==> src/rtl/enc_16x4_seq_if.sv <==
// Handshake bundle for enc_16x4_seq: a vector-capture side and a beat-emit side.
interface enc_16x4_seq_if;
   logic        in_valid;
   logic [15:0] in_vec;
   logic        in_ready;
   logic        out_valid;
   logic        out_ready;
   logic [3:0]  out_code;
   logic        out_last;
   logic        out_zero;
   logic [4:0]  out_count;

   // Upstream/downstream side: presents vectors and consumes beats.
   modport master (
      output in_valid, in_vec, out_ready,
      input  in_ready, out_valid, out_code, out_last, out_zero, out_count
   );

   // Encoder side.
   modport slave (
      input  in_valid, in_vec, out_ready,
      output in_ready, out_valid, out_code, out_last, out_zero, out_count
   );
endinterface

==> src/rtl/enc_16x4_seq.sv <==
// Sequential 16-to-4 encoder: captures a multi-hot vector and emits one beat
// per set bit (index order chosen by LSB_FIRST), each beat carrying the index,
// a last flag, a zero flag and the population count of the captured vector.
module enc_16x4_seq #(
   parameter bit LSB_FIRST = 1'b1
) (
   input logic           clk,
   input logic           rst,
   enc_16x4_seq_if.slave bus
);

   typedef enum logic {IDLE = 1'b0, EMIT = 1'b1} state_t;

   state_t      state_reg, state_next;
   logic [15:0] pending_reg, pending_next;
   logic [3:0]  code_reg, code_next;
   logic        last_reg, last_next;
   logic        zero_reg, zero_next;
   logic [4:0]  count_reg, count_next;
   logic [15:0] remain;
   logic [4:0]  in_pop;
   logic [4:0]  remain_pop;

   // Index of the next bit to emit; an empty vector yields index 0.
   function automatic logic [3:0] pick(input logic [15:0] v);
      logic [3:0] r;
      r = 4'd0;
      if (LSB_FIRST) begin
         for (int i = 15; i >= 0; i--)
            if (v[i]) r = 4'(i);
      end else begin
         for (int i = 0; i < 16; i++)
            if (v[i]) r = 4'(i);
      end
      return r;
   endfunction

   function automatic logic [4:0] popcnt(input logic [15:0] v);
      logic [4:0] n;
      n = 5'd0;
      for (int i = 0; i < 16; i++)
         n = n + {4'd0, v[i]};
      return n;
   endfunction

   assign remain     = pending_reg & ~(16'd1 << code_reg);
   assign in_pop     = popcnt(bus.in_vec);
   assign remain_pop = popcnt(remain);

   // State and beat registers; reset discards any beats still pending.
   always_ff @(posedge clk or posedge rst) begin
      if (rst) begin
         state_reg   <= IDLE;
         pending_reg <= 16'd0;
         code_reg    <= 4'd0;
         last_reg    <= 1'b0;
         zero_reg    <= 1'b0;
         count_reg   <= 5'd0;
      end else begin
         state_reg   <= state_next;
         pending_reg <= pending_next;
         code_reg    <= code_next;
         last_reg    <= last_next;
         zero_reg    <= zero_next;
         count_reg   <= count_next;
      end
   end

   // Next state: capture in IDLE, advance one beat per accepted handshake in EMIT.
   always_comb begin
      state_next   = state_reg;
      pending_next = pending_reg;
      code_next    = code_reg;
      last_next    = last_reg;
      zero_next    = zero_reg;
      count_next   = count_reg;
      case (state_reg)
         IDLE: begin
            if (bus.in_valid) begin
               pending_next = bus.in_vec;
               code_next    = pick(bus.in_vec);
               count_next   = in_pop;
               zero_next    = (bus.in_vec == 16'd0);
               last_next    = (in_pop <= 5'd1);
               state_next   = EMIT;
            end
         end
         EMIT: begin
            if (bus.out_ready) begin
               if (last_reg) begin
                  state_next   = IDLE;
                  pending_next = 16'd0;
                  code_next    = 4'd0;
                  last_next    = 1'b0;
                  zero_next    = 1'b0;
                  count_next   = 5'd0;
               end else begin
                  pending_next = remain;
                  code_next    = pick(remain);
                  last_next    = (remain_pop == 5'd1);
               end
            end
         end
         default: state_next = IDLE;
      endcase
   end

   assign bus.in_ready  = (state_reg == IDLE);
   assign bus.out_valid = (state_reg == EMIT);
   assign bus.out_code  = code_reg;
   assign bus.out_last  = last_reg;
   assign bus.out_zero  = zero_reg;
   assign bus.out_count = count_reg;

endmodule
==> src/flat_wrapper.sv <==
// flat-port wrapper written by rule: the top's interface ports become plain ports
module enc_16x4_seq_flat 
#(
   parameter bit LSB_FIRST = 1'b1
)
  (clk, rst, bus_in_valid, bus_in_vec, bus_out_ready, bus_in_ready, bus_out_valid, bus_out_code, bus_out_last, bus_out_zero, bus_out_count);
  enc_16x4_seq_if bus_i ();
  input logic clk;
  input logic rst;
  input wire logic [$bits(bus_i.in_valid)-1:0] bus_in_valid;
  input wire logic [$bits(bus_i.in_vec)-1:0] bus_in_vec;
  input wire logic [$bits(bus_i.out_ready)-1:0] bus_out_ready;
  output wire logic [$bits(bus_i.in_ready)-1:0] bus_in_ready;
  output wire logic [$bits(bus_i.out_valid)-1:0] bus_out_valid;
  output wire logic [$bits(bus_i.out_code)-1:0] bus_out_code;
  output wire logic [$bits(bus_i.out_last)-1:0] bus_out_last;
  output wire logic [$bits(bus_i.out_zero)-1:0] bus_out_zero;
  output wire logic [$bits(bus_i.out_count)-1:0] bus_out_count;
  assign bus_i.in_valid = bus_in_valid;
  assign bus_i.in_vec = bus_in_vec;
  assign bus_i.out_ready = bus_out_ready;
  assign bus_in_ready = bus_i.in_ready;
  assign bus_out_valid = bus_i.out_valid;
  assign bus_out_code = bus_i.out_code;
  assign bus_out_last = bus_i.out_last;
  assign bus_out_zero = bus_i.out_zero;
  assign bus_out_count = bus_i.out_count;
  enc_16x4_seq #(.LSB_FIRST(LSB_FIRST)) u_core (.clk(clk), .rst(rst), .bus(bus_i));
endmodule
==> config.mk <==
export PLATFORM = sky130hd
export DESIGN_NAME = enc_16x4_seq_flat
export DESIGN_NICKNAME = d
export VERILOG_FILES = /design/src/rtl/enc_16x4_seq_if.sv /design/src/rtl/enc_16x4_seq.sv /design/src/flat_wrapper.sv
export SDC_FILE = /design/constraint.sdc
export NUM_CORES = 1
export LEC_CHECK = 0
export CAP_MARGIN = 10
export CORE_ASPECT_RATIO = 0.9
export CORE_MARGIN = 2
export CORE_UTILIZATION = 40
export CTS_CLUSTER_DIAMETER = 60
export DETAILED_ROUTE_END_ITERATION = 10
export GPL_ROUTABILITY_DRIVEN = 0
export GPL_TIMING_DRIVEN = 0
export PLACE_DENSITY = 0.71
export SYNTH_ARGS = -nofsm -noshare
export SYNTH_HDL_FRONTEND = slang
export SYNTH_SLANG_ARGS = --single-unit
==> constraint.sdc <==
create_clock -name clk -period 12.45 [get_ports clk]
set_input_delay 2.49 -clock clk [delete_from_list [all_inputs] [get_ports clk]]
set_output_delay 2.49 -clock clk [all_outputs]
set_load 0.01 [all_outputs]
Yosys cells after proc, flatten, opt, wreduce, memory -nomap -nowiden. Index checks and enable logic that the tools add are counted.

Flip-flop bits (word level): 28. Logic and storage cells: 104. Output and inout port bits: 13.

Shifts and indexed selects: 1. Multiplexer cells: 56. Equality and inequality tests: 4. Bitwise operators: 3. $add $sub $neg: 30. $lt $le $gt $ge: 1. Reduce and logical (&&, ||, !) cells: 3.

Operator list (number): adder 5 x 1 -> 5 bit (28); two-way mux 4 bit (35); two-way mux 16 bit (3); case mux 16 bit (2 select lines) (1); bitwise AND 16 bit (1); zero test 16 bit (1); NOT 16 bit (1); << shifter 1 x 4 -> 16 bit, first input constant (1); two-way mux 5 bit (3); case mux 5 bit (2 select lines) (1); two-way mux 1 bit (9); case mux 4 bit (2 select lines) (1); inequality test 2 bit, second input constant (3); case mux 1 bit (2 select lines) (3); == test 5 x 1 -> 1 bit, second input constant (1); less-or-equal comparator 5 x 1 -> 1 bit, second input constant (1); adder 1 x 1 -> 2 bit (2); AND reduction 3 bit (1); AND reduction 2 bit (1); NOT 1 bit (1).

Longest topological paths before layout. Gate-level depths: netlist (run 1).

Depth after elaboration: 22. Depth in mapped cells: 18.

Worst setup path before layout (run 1). No wires, ideal clock.

Kind: input -> register. Start point: input port bus_in_vec[0]. End point: register u_core.last_reg, in the netlist u_core.bus.out_last. Library setup time: 0.082 ns. Path buffers: 0. Slack: 6.296 ns. Stages: 13. Required time: 12.368 ns. Arrival: 6.072 ns. Cells stage by stage: inv_1 ha_1 inv_1 fa_1 fa_1 fa_1 fa_1 fa_1 fa_1 xnor2_1 nor3b_1 nand3_1 a31oi_1.

Word-level cells in the longest chain between the ends: 18.

RTL lines: from (decl) (line flat_wrapper.sv:11) `input wire logic [$bits(bus_i.in_vec)-1:0] bus_in_vec;`; adder 1 x 1 -> 2 bit (line enc_16x4_seq.sv:42) `n = n + {4'd0, v[i]};`; adder 5 x 1 -> 5 bit (14 in series) (line enc_16x4_seq.sv:42); less-or-equal comparator 5 x 1 -> 1 bit (line enc_16x4_seq.sv:84) `last_next = (in_pop <= 5'd1);`; two-way mux 1 bit (line enc_16x4_seq.sv:79) `if (bus.in_valid) begin`; case mux 1 bit (2 select lines) (line enc_16x4_seq.sv:77) `case (state_reg)`; to (signal assigned) (line enc_16x4_seq.sv:63) `last_reg <= last_next;`; to (decl) (line enc_16x4_seq.sv:17) `logic last_reg, last_next;`.

Every way passes these cells. The select of a mux whose other input is x is not followed. A chain may end at the register's enable or synchronous reset.

Worst setup path in the final report (run 1).
Start point: input port bus_in_vec[1]. End point: register u_core.last_reg, in the netlist u_core.bus.out_last.

Same word-level chain as after synthesis.

==> results of run 1 <==
cell families (layout without fill, tap and decap cells):
family          count (synthesis)  in the layout  synth area share
fa+ha+maj                      32             32             0.202
mux                             2              2           0.00826
simple gates                   99             99             0.181
compound gates                106            106             0.257
xor+xnor                        2              2           0.00643
flops                          28             28             0.257
buf+inv                        57             94            0.0881
metal layers:
metal / vias up / GRT usage
met3: 28 / 0.0390
met2: 163 / 0.377
met1: 1316 / 0.297
met5: - / 0
li1: 1225 / -
met4: 0 / 0.0697
path summary, 6_finish.rpt:
| check | endpoint | slack [ps] | cells after the start |
|---|---|---|---|
| worst max-delay path | u_core.bus.out_last | 5790 | 14 |
| worst min-delay path | u_core.bus.out_count[1] | 490 | 2 |
| worst max register to register | u_core.bus.out_last | 7070 | 17 |
| worst min register to register | u_core.bus.out_count[1] | 490 | 2 |
| max in group asynchronous | u_core.pending_reg[1] | 9430 | 3 |
| min in group asynchronous | u_core.pending_reg[10] | 2540 | 2 |
critical path: cells and delay by family:
| family | cells | cell delay [ps] |
|---|---|---|
| buffers and inverters | 3 | 660 |
| adder cells (fa/ha/maj) | 7 | 3020 |
| XOR/XNOR | 1 | 170 |
| AND/OR/NAND/NOR | 2 | 340 |
| AO/OA/AOI/OAI | 1 | 180 |
cells in the mapped netlist (all sizes together), types with 4 or more instances:
cell type / instances / area share
a21oi: 21 / 0.039
a31oi: 6 / 0.014
and2: 4 / 0.0092
buf: 8 / 0.021
clkbuf: 4 / 0.0055
dfrtp: 28 / 0.26
fa: 20 / 0.15
ha: 12 / 0.055
inv: 45 / 0.062
nand2: 29 / 0.041
nand2b: 7 / 0.016
nand3: 10 / 0.018
nor2: 23 / 0.032
nor2b: 5 / 0.011
nor3: 4 / 0.0073
o21a: 7 / 0.019
o21ai: 33 / 0.061
o22ai: 5 / 0.011
area by class of cell:
type,instances,share of cell area
multi-input cells,241,0.548
well taps,90,0.0346
flip-flops and latches,28,0.215
repair buffers,33,0.107
plain buffers,12,0.0219
inverters,45,0.0518
clock inverters,1,0.00922
clock buffers,3,0.0127
stage by stage:
step	std cells	utilization
after floorplan	326	-
after global placement	448	0.480
after detailed placement	448	0.480
after CTS	452	0.491
after global routing	453	0.495
final	453	0.495
placed cells by master, fill, tap and decap left out, drive strengths merged, types with 3 or more instances in the layout:
cell / count
inv: 45
o21ai: 33
clkdlybuf4s50: 32
nand2: 29
dfrtp: 28
nor2: 23
a21oi: 21
fa: 20
ha: 12
nand3: 10
buf: 9
nand2b: 7
o21a: 7
clkbuf: 7
a31oi: 6
nor2b: 5
o22ai: 5
and2: 4
nor3: 4
o2111ai: 3
o221ai: 3
nand3b: 3
o31a: 3
nor4: 3
o31ai: 3
==> impl_results.md, run 1 <==
- Via density: 6.03
- Resized cells post-CTS: 0
- Asr flop ratio synth: 1.00
- TritonCTS clock tree: done
- Critical hold path startpoint: u_core.bus.out_count[1]
- Seq/Total Area, Yosys: 0.257
- Critical Path RT: 12660 ps
- Fmax: 150 MHz
- Worst Hold Class: reg -> reg
- CP Max Fanout: 4
- Multi-input logic area: 0.00179 mm^2
- Largest net degree at the start of global routing: 29
- Clk slew on worst S/H paths: 100 ps
- Hold WS: 494 ps
- Post-synthesis register bit count: 28
- RSZ-0062 raised after global routing: false
- Post-DRT Antenna Nets: 0
- Antenna violations before repair: 0
- Clock Tree Buf Depth: 2
- DR vias: 2732
- Area growth from synthesis to layout: 19.5%
- Row Count: 28
- Topmost layer with routed signal wires: met4
- IO Pins: 33
- Fin worst setup slack: 5790 ps
- Layout Skew: 7.98 ps
- Port bufs: 32
- Gr usage total: 0.223
- Crit. End Element: register
- Met1 WL: 3.49 mm
- Sink Count: 28
- First-pass GRT wire length: 13.2 mm
- Setup crit start kind: primary input
- Final Hold Fails: 0
- Post-Syn Instances: 326
- Layout cells sized above 1: 0.0468
- HPWL after DPL: 6.25 mm
- Fin Setup TNS: 0 ps
- Vias in the first global route: 2637
- Slew margin rel.: 0.537
- Mean Syn Cell Area: 8.36 um^2
- Outcome: finished, final reports clean
- Met3 wire len: 665 um
- Worst EP arrival: 6860 ps
- Count of different cell masters after synthesis: 59
- Worst-Margin Slew: 686 ps
- CTS H-tree lvls: 1
- # DRC: 0
- Pre-CTS setup slack: 5510 ps
- Clk Latency, worst-skew pair: 280 ps
- Seq. cell area: 701 um^2
- Core footprint: 0.00659 mm^2
- 1st-iter DRT viols: 454
- Total grt overflow: 0
- Crit-path cells: clkdlybuf4s50_1 > inv_1 > ha_1 > inv_1 > fa_1 > fa_1 > fa_1 > fa_1 > fa_1 > fa_1 > xnor2_1 > nor3b_1 > nand3_1 > a31oi_1
- Worst Path Class, Setup: in -> reg
- Die W: 91.0 um
- Max reg flops: 16
- Crit-path max cell delay: 540 ps
- Final setup violation count: 0
- # diodes: 0
- Synth Warn #: 0
- Tmin final: 6660 ps
- Die Span Y: 82.3 um
- Drt total wl: 7.97 mm
- Crit path top cell by count: fa_1
- Routed wl met2: 3.56 mm
- Slowest CP cell: clkdlybuf4s50_1
- Post-synth EDFFs: 0
- DRT Pass-1 Iters: 7
- Post-route cell area: 0.00326 mm^2
- Worst reg2reg startpoint: u_core.bus.out_code[3]
- Cell Area, Placed: 0.00316 mm^2
- Part of the cycle the worst path needs: 0.535
- Main synth FF type: dfrtp_1
- Mapped cell area: 0.00273 mm^2
- Post-CTS Setup Inserts: 0
- WL per Instance: 17.6 um
- MaxCap Viol Count: 0
- Fillcell total: 649
- Root Driver: clkbuf_8
- Hold-fix buffers, CTS: 0
- Die area: 0.00749 mm^2
- Final Max Tran Viols: 0
- Final nets: 416
- Crit path from: bus_in_vec[1]
- Syn_nets: 378
- Cts bufs inserted: 3
- Starting density of the core: 0.414
Power of run 1 is left out: the tool's default activity adds up to more than one toggle a clock period on the data nets, which glitch-free logic cannot reach.
==> run 2: changes to the inputs <==
- clock period: 12.45 -> 6.7 ns (I/O delays scaled with it)
==> results of run 2 <==
Same layout as run 1 (identical final DEF). Status: finished, final reports clean.
Among the figures that moved: setup slack after placement 5510 ps -> 912 ps; setup slack after layout 5790 ps -> 1190 ps; register-to-register setup slack 7070 ps -> 1320 ps
Power of run 2 is left out for the same reason.
==> run 3: changes to the inputs <==
- PLACE_DENSITY: 0.71 -> 0.73
- clock period: 6.7 -> 4.52 ns (I/O delays scaled with it)
==> impl_results.md, run 3 (synthesis results as in run 1) <==
- Outcome: finished with violations
- Failing checks: setup timing
- Final nets: 425
- CTS H-tree lvls: 1
- Vias in the first global route: 2556
- Commonest non-fill, non-tap cells in the layout: inv_1, o21ai_0, nand2_1, dfrtp_1, clkdlybuf4s50_1
- Slew margin rel.: 0.561
- Final Max Tran Viols: 0
- Core footprint: 0.00659 mm^2
- Antenna violations before repair: 0
- Routed wl met2: 3.69 mm
- Max reg flops: 16
- Worst-Margin Slew: 651 ps
- Via density: 5.89
- Die Span Y: 82.3 um
- Topmost layer with routed signal wires: met4
- Part of the cycle the worst path needs: 1.10
- Final Hold Fails: 0
- Clk slew on worst S/H paths: 100 ps
- Die W: 91.0 um
- Drt total wl: 8.06 mm
- Critical Path RT: 4730 ps
- Fin Setup TNS: -456 ps
- Non-Filler Instances: 462
- Worst reg2reg startpoint: u_core.bus.out_code[0]
- Buf/Inv on CP: 6
- MaxCap Viol Count: 0
- Fillcell total: 659
- Cell Area, Placed: 0.00317 mm^2
- Worst EP arrival: 5190 ps
- Fmax: 201 MHz
- Crit path top cell by count: fa_1
- Cell family with most CP delay: adder cells
- Setup crit start kind: register
- Starting density of the core: 0.414
- # DRC: 0
- DRT Pass-1 Iters: 5
- RSZ-0062 raised after global routing: true
- Fin worst setup slack: -456 ps
- First-pass GRT wire length: 12.9 mm
- Row Count: 28
- Die area: 0.00749 mm^2
- Crit-path max cell delay: 500 ps
- Gr usage total: 0.221
- Port bufs: 32
- Worst Path Class, Setup: reg -> reg
- Cell count of the worst reg-to-reg path: 17
- DR vias: 2719
- Area growth from synthesis to layout: 22.8%
- R2R Setup Slk: -460 ps
- Largest net degree at the start of global routing: 29
- Tmin final: 4980 ps
- Met1 WL: 3.45 mm
- Total grt overflow: 0
- Clk Latency, worst-skew pair: 280 ps
- Layout cells sized above 1: 0.116
- Min-Delay Path Depth: 2
- Worst hold path endpoint: u_core.bus.out_count[4]
- WL per Instance: 17.5 um
- Layout Skew: 2.20 ps
- 1st-iter DRT viols: 374
- Post-Place Cells: 448
- Root Driver: clkbuf_8
- Critical hold path startpoint: u_core.bus.out_count[4]
- Post-route cell area: 0.00335 mm^2
- Final setup violation count: 1
- TritonCTS clock tree: done
- CP Max Fanout: 10
- IO Pins: 33
- Crit-path cells: buf_6 > o41ai_4 > inv_1 > ha_1 > fa_1 > inv_1 > fa_1 > inv_1 > fa_1 > inv_1 > fa_1 > inv_2 > fa_2 > fa_1 > nor4b_2 > nand3_1 > a31oi_1
- Post-DRT Antenna Nets: 0
- Commonest non-fill, non-tap cell in the layout: inv_1
- Sink Count: 28
- Worst R2R End: u_core.bus.out_last
- # diodes: 0
- Worst Hold Class: reg -> reg
- Met3 wire len: 751 um
- Crit. End Element: register
- Clock Tree Buf Depth: 2
- Slowest CP cell: fa_1
- Cts bufs inserted: 3
- HPWL after DPL: 6.17 mm
==> run 3: cell types whose count changed in the layout (fill, tap and decap cells not counted), moves of 3 or more <==
cell / previous run / this run
inv_1: 44 / 36
inv_2: 1 / 9
fa_2: 0 / 3
buf_4: 4 / 13
dlygate4sd2_1: 0 / 5
fa_1: 20 / 17
clkdlybuf4s50_1: 32 / 25
buf_6: 1 / 4
==> run 3: through the flow <==
stage	worst slack [ps]	hold WS, ps	util
after floorplan	-357	480	-
after detailed placement	-980	480	0.482
final	-456	495	0.508
after global placement	-879	467	0.482
after global routing	-642	537	0.508
after CTS	-517	502	0.501
==> run 3: metal layers <==
layer | global-route usage | up-vias
li1 | - | 1242
met1 | 0.302 | 1280
met2 | 0.369 | 175
met3 | 0.0299 | 22
met4 | 0.0727 | 0
met5 | 0 | -
==> run 3: worst max-delay path by stage <==
stage,start,cells past startpoint,to
global route,u_core.bus.out_code[0],17,u_core.bus.out_last
detailed placement,bus_in_vec[1],14,u_core.bus.out_last
global placement,bus_in_vec[1],14,u_core.bus.out_last
finish,u_core.bus.out_code[0],17,u_core.bus.out_last
CTS,u_core.bus.out_code[3],17,u_core.bus.out_last
floorplan,u_core.bus.out_code[3],17,u_core.bus.out_last
==> run 3: what timing repair did <==
action / CTS / global route
hold buffers: 0 / 0
hold endpoints to repair: 0 / 0
setup endpoints to repair: 5 / 3
resized for setup: 29 / 2
setup buffers: 7 / 2
pin swaps: 12 / 5
==> run 3: area by class of cell <==
class | count | area [um^2] | share of cell area
buffer | 12 | 81.3 | 0.0243
sequential | 28 | 702 | 0.210
inverter | 45 | 169 | 0.0505
clock buffer | 4 | 55.1 | 0.0164
tap | 90 | 113 | 0.0336
multi-input combinational | 241 | 1820 | 0.544
timing repair buffer | 42 | 408 | 0.122
==> run 3: worst min-delay path, stage by stage (launching register included) <==
cell	delay, ps
dfrtp_1	360
nand2_1	50
o21ai_0	60
Power of run 3 is left out for the same reason.
